File: config.mk
export PLATFORM = sky130hd
export DESIGN_NAME = slip_rx
export DESIGN_NICKNAME = d
export VERILOG_FILES = /design/src/rtl/slip_rx_pkg.sv /design/src/rtl/slip_rx.sv
export SDC_FILE = /design/constraint.sdc
export NUM_CORES = 1
export LEC_CHECK = 0
export BUFFER_PORTS_ARGS = -buffer_cell sky130_fd_sc_hd__buf_2
export CAP_MARGIN = 20
export CORE_MARGIN = 5
export CORE_UTILIZATION = 45
export CTS_BUF_LIST = sky130_fd_sc_hd__clkbuf_8
export DETAILED_ROUTE_END_ITERATION = 16
export PLACE_DENSITY = 0.72
export SLEW_MARGIN = 20
export SYNTH_ARGS = -nofsm -noshare
export SYNTH_HDL_FRONTEND = slang
export SYNTH_SLANG_ARGS = --single-unit
File: constraint.sdc
create_clock -name clock -period 2.8 [get_ports clock]
set_input_delay 0.56 -clock clock [delete_from_list [all_inputs] [get_ports clock]]
set_output_delay 0.56 -clock clock [all_outputs]
set_load 0.01 [all_outputs]
File: src/rtl/slip_rx_pkg.sv
// SLIP framing constants and receiver state encoding.
// Shared by slip_rx and the future slip_tx so both sides agree on the
// special byte values.
package slip_rx_pkg;

    localparam logic [7:0] SLIP_END     = 8'hC0;
    localparam logic [7:0] SLIP_ESC     = 8'hDB;
    localparam logic [7:0] SLIP_ESC_END = 8'hDC;
    localparam logic [7:0] SLIP_ESC_ESC = 8'hDD;

    typedef enum logic [1:0] {
        ST_HUNT = 2'd0,  // discarding bytes until an END gives frame sync
        ST_DATA = 2'd1,  // inside a frame, plain bytes
        ST_ESC  = 2'd2   // previous byte was ESC
    } state_e;

endpackage

File: src/rtl/slip_rx.sv
// SLIP (RFC 1055) frame decoder draining a UART RX byte FIFO.
//
// Ports:
//   clock, reset          single clock, synchronous active-high reset
//   in, empty, get        FIFO head byte, FIFO empty flag, pop strobe
//   out, out_last,        decoded byte, end-of-frame flag,
//   out_err, out_len      aborted-frame flag, payload count (valid with last)
//   out_valid, out_ready  output stream handshake
//
// Handshake: a byte transfers on a posedge where out_valid and out_ready
// are both high. While out_valid is high and out_ready low, the output
// fields hold stable. A FIFO byte is popped whenever the output register
// is free or being drained this cycle, so throughput is one byte per clock.
//
// A one-byte hold register (h) delays every payload byte by one position,
// because a byte can only be marked last once the following END is seen.
module slip_rx
    import slip_rx_pkg::*;
#(
    parameter  int MAXLEN = 256,
    localparam int LW     = $clog2(MAXLEN + 1)
) (
    input  logic          clock,
    input  logic          reset,
    input  logic [7:0]    in,
    input  logic          empty,
    output logic          get,
    output logic [7:0]    out,
    output logic          out_last,
    output logic          out_err,
    output logic [LW-1:0] out_len,
    output logic          out_valid,
    input  logic          out_ready
);

    localparam logic [LW-1:0] MAX_CNT = LW'(MAXLEN);

    state_e        state_q, state_d;
    logic [7:0]    h_q, h_d;
    logic          h_valid_q, h_valid_d;
    logic [LW-1:0] count_q, count_d;
    logic [7:0]    out_q, out_d;
    logic          out_last_q, out_last_d;
    logic          out_err_q, out_err_d;
    logic [LW-1:0] out_len_q, out_len_d;
    logic          out_valid_q, out_valid_d;

    logic          take_data;
    logic [7:0]    data_byte;
    logic          abort;
    logic          abort_to_data;
    logic          emit;
    logic [7:0]    emit_byte;
    logic          emit_last;
    logic          emit_err;

    assign get       = ~empty & (~out_valid_q | out_ready);
    assign out       = out_q;
    assign out_last  = out_last_q;
    assign out_err   = out_err_q;
    assign out_len   = out_len_q;
    assign out_valid = out_valid_q;

    always_comb begin
        state_d       = state_q;
        h_d           = h_q;
        h_valid_d     = h_valid_q;
        count_d       = count_q;
        out_d         = out_q;
        out_last_d    = out_last_q;
        out_err_d     = out_err_q;
        out_len_d     = out_len_q;
        out_valid_d   = out_valid_q & ~out_ready;
        take_data     = 1'b0;
        data_byte     = in;
        abort         = 1'b0;
        abort_to_data = 1'b0;
        emit          = 1'b0;
        emit_byte     = h_q;
        emit_last     = 1'b0;
        emit_err      = 1'b0;

        if (get) begin
            unique case (state_q)
                ST_HUNT: begin
                    if (in == SLIP_END) state_d = ST_DATA;
                end
                ST_DATA: begin
                    if (in == SLIP_END) begin
                        // END with an empty hold register is an empty frame.
                        if (h_valid_q) begin
                            emit      = 1'b1;
                            emit_last = 1'b1;
                            h_valid_d = 1'b0;
                            count_d   = '0;
                        end
                    end else if (in == SLIP_ESC) begin
                        state_d = ST_ESC;
                    end else begin
                        take_data = 1'b1;
                    end
                end
                ST_ESC: begin
                    if (in == SLIP_ESC_END) begin
                        take_data = 1'b1;
                        data_byte = SLIP_END;
                    end else if (in == SLIP_ESC_ESC) begin
                        take_data = 1'b1;
                        data_byte = SLIP_ESC;
                    end else begin
                        abort = 1'b1;
                        // An END after ESC still opens the next frame.
                        abort_to_data = (in == SLIP_END);
                    end
                end
                default: state_d = ST_HUNT;
            endcase
        end

        if (take_data) begin
            if (count_q == MAX_CNT) begin
                // No room for another byte: the frame is too long.
                abort = 1'b1;
            end else begin
                emit      = h_valid_q;
                h_d       = data_byte;
                h_valid_d = 1'b1;
                count_d   = count_q + LW'(1);
                state_d   = ST_DATA;
            end
        end

        if (abort) begin
            emit      = 1'b1;
            emit_byte = h_valid_q ? h_q : 8'h00;
            emit_last = 1'b1;
            emit_err  = 1'b1;
            h_valid_d = 1'b0;
            count_d   = '0;
            state_d   = abort_to_data ? ST_DATA : ST_HUNT;
        end

        // The held byte is always byte number count_q of the frame.
        if (emit) begin
            out_d       = emit_byte;
            out_last_d  = emit_last;
            out_err_d   = emit_err;
            out_len_d   = count_q;
            out_valid_d = 1'b1;
        end
    end

    always_ff @(posedge clock) begin
        if (reset) begin
            state_q     <= ST_HUNT;
            h_q         <= 8'h00;
            h_valid_q   <= 1'b0;
            count_q     <= '0;
            out_q       <= 8'h00;
            out_last_q  <= 1'b0;
            out_err_q   <= 1'b0;
            out_len_q   <= '0;
            out_valid_q <= 1'b0;
        end else begin
            state_q     <= state_d;
            h_q         <= h_d;
            h_valid_q   <= h_valid_d;
            count_q     <= count_d;
            out_q       <= out_d;
            out_last_q  <= out_last_d;
            out_err_q   <= out_err_d;
            out_len_q   <= out_len_d;
            out_valid_q <= out_valid_d;
        end
    end

endmodule

**Word level (Yosys, flattened, before mapping)**

Index checks and enable logic that the tools add are counted.

- Add/sub/neg operators: 1
- Eq/ne operators: 7
- Multiplexer cells: 52
- Bitwise logic cells: 7
- Reductions and logical operators: 3

Operator list:

| kind | count |
|---|---|
| 9-bit two-way mux | 6 |
| 8-bit two-way mux | 6 |
| 8-bit equality test (second input constant) | 4 |
| 1-bit two-way mux | 31 |
| 2-bit two-way mux | 7 |
| 9-bit by 1-bit adder with 9-bit output (second input constant) | 1 |
| 9-bit equality test (second input constant) | 1 |
| 2-bit one-hot mux with 3 select lines | 1 |
| 1-bit NOT | 4 |
| 1-bit AND | 2 |
| 2-bit by 1-bit equality test with 1-bit output (second input constant) | 1 |
| 2-bit equality test (second input constant) | 1 |
| 2-bit logical NOT | 1 |
| 1-bit one-hot mux with 2 select lines | 1 |
| 2-bit AND reduction | 1 |
| 2-bit OR reduction | 1 |
| 1-bit OR | 1 |

- Register bits after elaboration: 40

**Depth between registers and ports, before layout**

- Word-level depth: 9
- Gate-level depth with buffers: 10
- Gate-level depth less buffers: 7

**Least setup slack after synthesis**

Ideal clock, no wire load.

- Path kind: input to register
- From: in in[2]
- To: reg out_len_q[0], in the netlist out_len[0]
- Setup time: 0.124 ns
- Arrival: 2.214 ns
- Slack: 0.462 ns
- Stages on the path: 6
- Buffers on the path: 1
- Path through: or4bb_1 > nor4_1 > a2bb2oi_1 > buf_4 > mux2i_1 > nand3_1

- Longest elaborated chain between the ends: 8
- Elaborated cells between the ends (all ways): 22
- Classes of those cells: 4 x eq/ne; 18 x mux

Ends and longest elaborated chain:

| what | RTL line | text |
|---|---|---|
| start, declared | slip_rx.sv:25 | `input logic [7:0] in,` |
| 8-bit equality test | slip_rx.sv:107 | `end else if (in == SLIP_ESC_ESC) begin` |
| 1-bit two-way mux | slip_rx.sv:107 |  |
| 1-bit two-way mux | slip_rx.sv:104 | `if (in == SLIP_ESC_END) begin` |
| 1-bit two-way mux | slip_rx.sv:84 | `unique case (state_q)` |
| 1-bit two-way mux | slip_rx.sv:83 | `if (get) begin` |
| 1-bit two-way mux | slip_rx.sv:121 | `if (count_q == MAX_CNT) begin` |
| 1-bit two-way mux | slip_rx.sv:120 | `if (take_data) begin` |
| 1-bit two-way mux * | slip_rx.sv:133 | `if (abort) begin` |
| end signal, assigned | slip_rx.sv:172 | `out_len_q <= out_len_d;` |
| end, declared | slip_rx.sv:45 | `logic [LW-1:0] out_len_q, out_len_d;` |

Every way passes the cells marked *; elsewhere a longest branch is shown, timed or not.
A chain may end at the register's enable or synchronous reset.

**Final worst setup path**

- From: reg state_q[1]
- To: reg count_q[6]

- Longest elaborated chain between the ends: 6
- Elaborated cells between the ends (all ways): 13
- Classes of those cells: 2 x eq/ne; 10 x mux; 1 x reduce/logical

Ends and longest elaborated chain:

| what | RTL line | text |
|---|---|---|
| start, declared | slip_rx.sv:38 | `state_e state_q, state_d;` |
| start signal, assigned | slip_rx.sv:165 | `state_q <= state_d;` |
| 2-bit equality test | slip_rx.sv:84 |  |
| 1-bit two-way mux | slip_rx.sv:84 |  |
| 1-bit two-way mux | slip_rx.sv:83 |  |
| 1-bit two-way mux | slip_rx.sv:121 |  |
| 1-bit two-way mux | slip_rx.sv:120 |  |
| 2-bit OR reduction (no source line) | - |  |
| end signal, assigned | slip_rx.sv:168 | `count_q <= count_d;` |
| end, declared | slip_rx.sv:41 | `logic [LW-1:0] count_q, count_d;` |

Several ways; a longest one is shown, not always the timed one.

==> run_results.csv <==
group,metric,value,unit
layout,fin_cells,362,
route,postRouteAntennaNets,0,
placement,dp_hpwl,4.02,mm
setup_path,start_kind,"flip-flop",
layout,num_antenna_cells,0,
placement,gp_congestion,0.966,
layout,final_common_cell,"dfxtp_1",
global_route,first_global_vias,2072,
sta,hold_viol,0,
synthesis,synth_nets,277,
setup_path,critical_path.max_fanout,23,
clocking,cts_tree,"yes",
global_route,top_usage_layer,"met2",
synthesis,syn-cell-area,2220,um^2
power_and_ir_drop,peakVddDrop,0.225,mV
synthesis,synthCells,259,
sta,worst_pin_slew,1.08,ns
synthesis,ys_async_sr_fraction,0,%
clocking,numCtsBuffers,5,
synthesis,synthAdderAreaFrac,3.37,%
clocking,clk_pin_slew_worst_paths,0.08,ns
sta,period_needed,2.48,ns
setup_path,cp.required,3.03,ns
floorplanning,fp.dieH,80.3,um
synthesis,ys_seq_area_share,36.0,%
floorplanning,io_pins,33,
global_route,antenna_found_initial,0,
synthesis,synthXorXnorAreaFrac,0,%
synthesis,yosysWarnings,0,
setup_path,cp_cell_sequence,"inv_1 -> ha_1 -> nor3b_1 -> a32oi_4 -> buf_4 -> or4_1 -> a21oi_1",
clocking,insertion_delay,0.29,ns
layout,drive_gt1_share,20.7,%
clocking,ctsHoldBuffers,0,
sta,tns,0,ns
status,outcome,"finished, final reports clean",
route,num_vias,2233,
synthesis,synthMuxAreaShare,4.50,%
placement,dp_cells,354,
sta,setup_viol,0,
setup_path,critPathLaunch,"state_q[1]",
route,drt_iter0_drc,226,
global_route,grt_use_met2,30.6,%
synthesis,synthSimpleGateAreaFrac,27.0,%
flow_run,timing.max_cap.violations,0,
sta,fin_skew,0.00486,ns
floorplanning,core_region_area,4750,um^2
setup_path,arrival,2.71,ns
synthesis,synth-seq-cells,40,
global_route,grt_max_degree,32,
clocking,cts_resized,0,
route,detail_route.wl_per_cell,15.8,um
setup_path,cp_top_family,"simple AND/OR/NAND/NOR gates",
setup_path,cp-end-kind,"flip-flop",
floorplanning,die-width,80.3,um
synthesis,ys_types,43,
global_route,grtUsageMet3,3.59,%
floorplanning,row_count,25,
sta,rsz0062_at_grt,"no",
setup_path,slowest_stage,"or4_1",
setup_path,path_buf_inv,2,
worst_hold_path,hp-start,"h_q[5]",
synthesis,synthFlopType,"dfxtp_1",
clocking,cts_sinks,40,
clocking,root_buffer,"clkbuf_8",
clocking,cts-htree-levels,2,
global_route,grt_util_met1,24.6,%
floorplanning,die_area,6450,um^2
layout,final_nets,312,
power_and_ir_drop,powerDensity,430,nW/um^2
global_route,track_usage,19.2,%
clocking,cts_buffer_depth,2,
setup_path,cpPeakStageDelay,0.52,ns
floorplanning,initial_core_util,46.8,%
synthesis,synth_top_family_by_area,"simple AND/OR/NAND/NOR gates",
sta,fin_crit_sh,88.6,%
sta,fmax,0.403,GHz
sta,relSlewSlack,28.0,%
global_route,grt_pass1_wl,9.85,mm
route,drc,0,
synthesis,synth_compound_area_share,23.9,%
route,wl,5.70,mm
route,drt-pass1-iter-count,5,
setup_path,crit-reg2reg-launch,"state_q[1]",
synthesis,synth_edf_count,0,
clocking,cts_setup_buffers,0,
synthesis,avgSynthCellArea,8.59,um^2
setup_path,path_class,"flip-flop to flip-flop",
route,viasPerCell,6.17,
layout,most-common-layout-cells,"dfxtp_1 (40), buf_2 (32), nand3_1 (30)",
worst_hold_path,holdCritPathClass,"flip-flop to flip-flop",
global_route,overflow,0,
sta,slew_violations,0,
layout,area_growth,18.4,%
power_and_ir_drop,leakagePower,0.00103,uW
placement,io_buffer_count,32,
## state kept, by name, indices dropped and copies added (netlist names)
register   cells
out_len        9
out_err        1
h_q            8
out_last       1
h_valid_q      1
count_q        9
out_valid      1
out            8
state_q        2
## worst paths after layout
kind                            depth (start not counted)  slack [ns]          to
worst max-delay path                                    7        0.32  count_q[6]
worst min-delay path                                    1        0.47      out[5]
worst max register to register                          7        0.32  count_q[6]
worst min register to register                          1        0.47      out[5]
## metal layers
layer	part of all wire (%)	vias up
li1	-	1069
met1	43	1053
met2	49	95
met3	5.4	16
met4	2.5	0
met5	0	-
## power breakdown
part	switching (uW)	internal (uW)
Sequential	0.0362	568
Clock	203	314
Combinational	32.2	14.7
Total	236	897
## stage by stage
step / instance area (um^2) / util (%) / total power, uW / worst slack, ns / hold slack (ns)
finish: 2640 / 55.4 / 1130 / 0.320 / 0.467
global route: 2640 / 55.4 / 1180 / 0.153 / 0.482
global placement: 2510 / 52.8 / 627 / 0.213 / 0.450
detailed placement: 2510 / 52.8 / 627 / 0.123 / 0.456
floorplan: 2220 / - / 604 / 0.462 / 0.436
CTS: 2640 / 55.4 / 1150 / 0.330 / 0.474
## area by class of cell
type	instances	area, um^2
fill	452	2120
multi-input combinational	192	1330
sequential	40	801
timing repair buffer	46	265
clock buffer	7	96.3
tap	67	83.8
inverter	9	33.8
clock inverter	1	30.0
## kinds of logic after synthesis
family | after synthesis
AOI/OAI and AO/OA | 72
DFF | 40
adders and majority gates | 6
buffers and inverters | 27
muxes | 10
and+or+nand+nor | 104
## synthesized netlist by cell type, drive strengths merged, types with 3 or more instances
cell / n / share of area [%]
inv: 9 / 1.5
clkbuf: 13 / 2.2
ha: 6 / 3.4
nor3b: 10 / 3.4
dfxtp: 40 / 36
nor2: 10 / 1.7
nand2: 11 / 1.9
o21ai: 12 / 2.7
a21oi: 20 / 4.5
o31ai: 6 / 2.0
a31oi: 5 / 1.4
nand3: 30 / 6.7
a22o: 9 / 3.5
or4: 9 / 3.2
o211ai: 5 / 1.7
mux2i: 10 / 4.5
nor2b: 7 / 2.0
a311oi: 3 / 1.5
buf: 5 / 1.5
nor4: 3 / 0.84
nand4: 13 / 3.7
(Power assumes the default switching activity.)
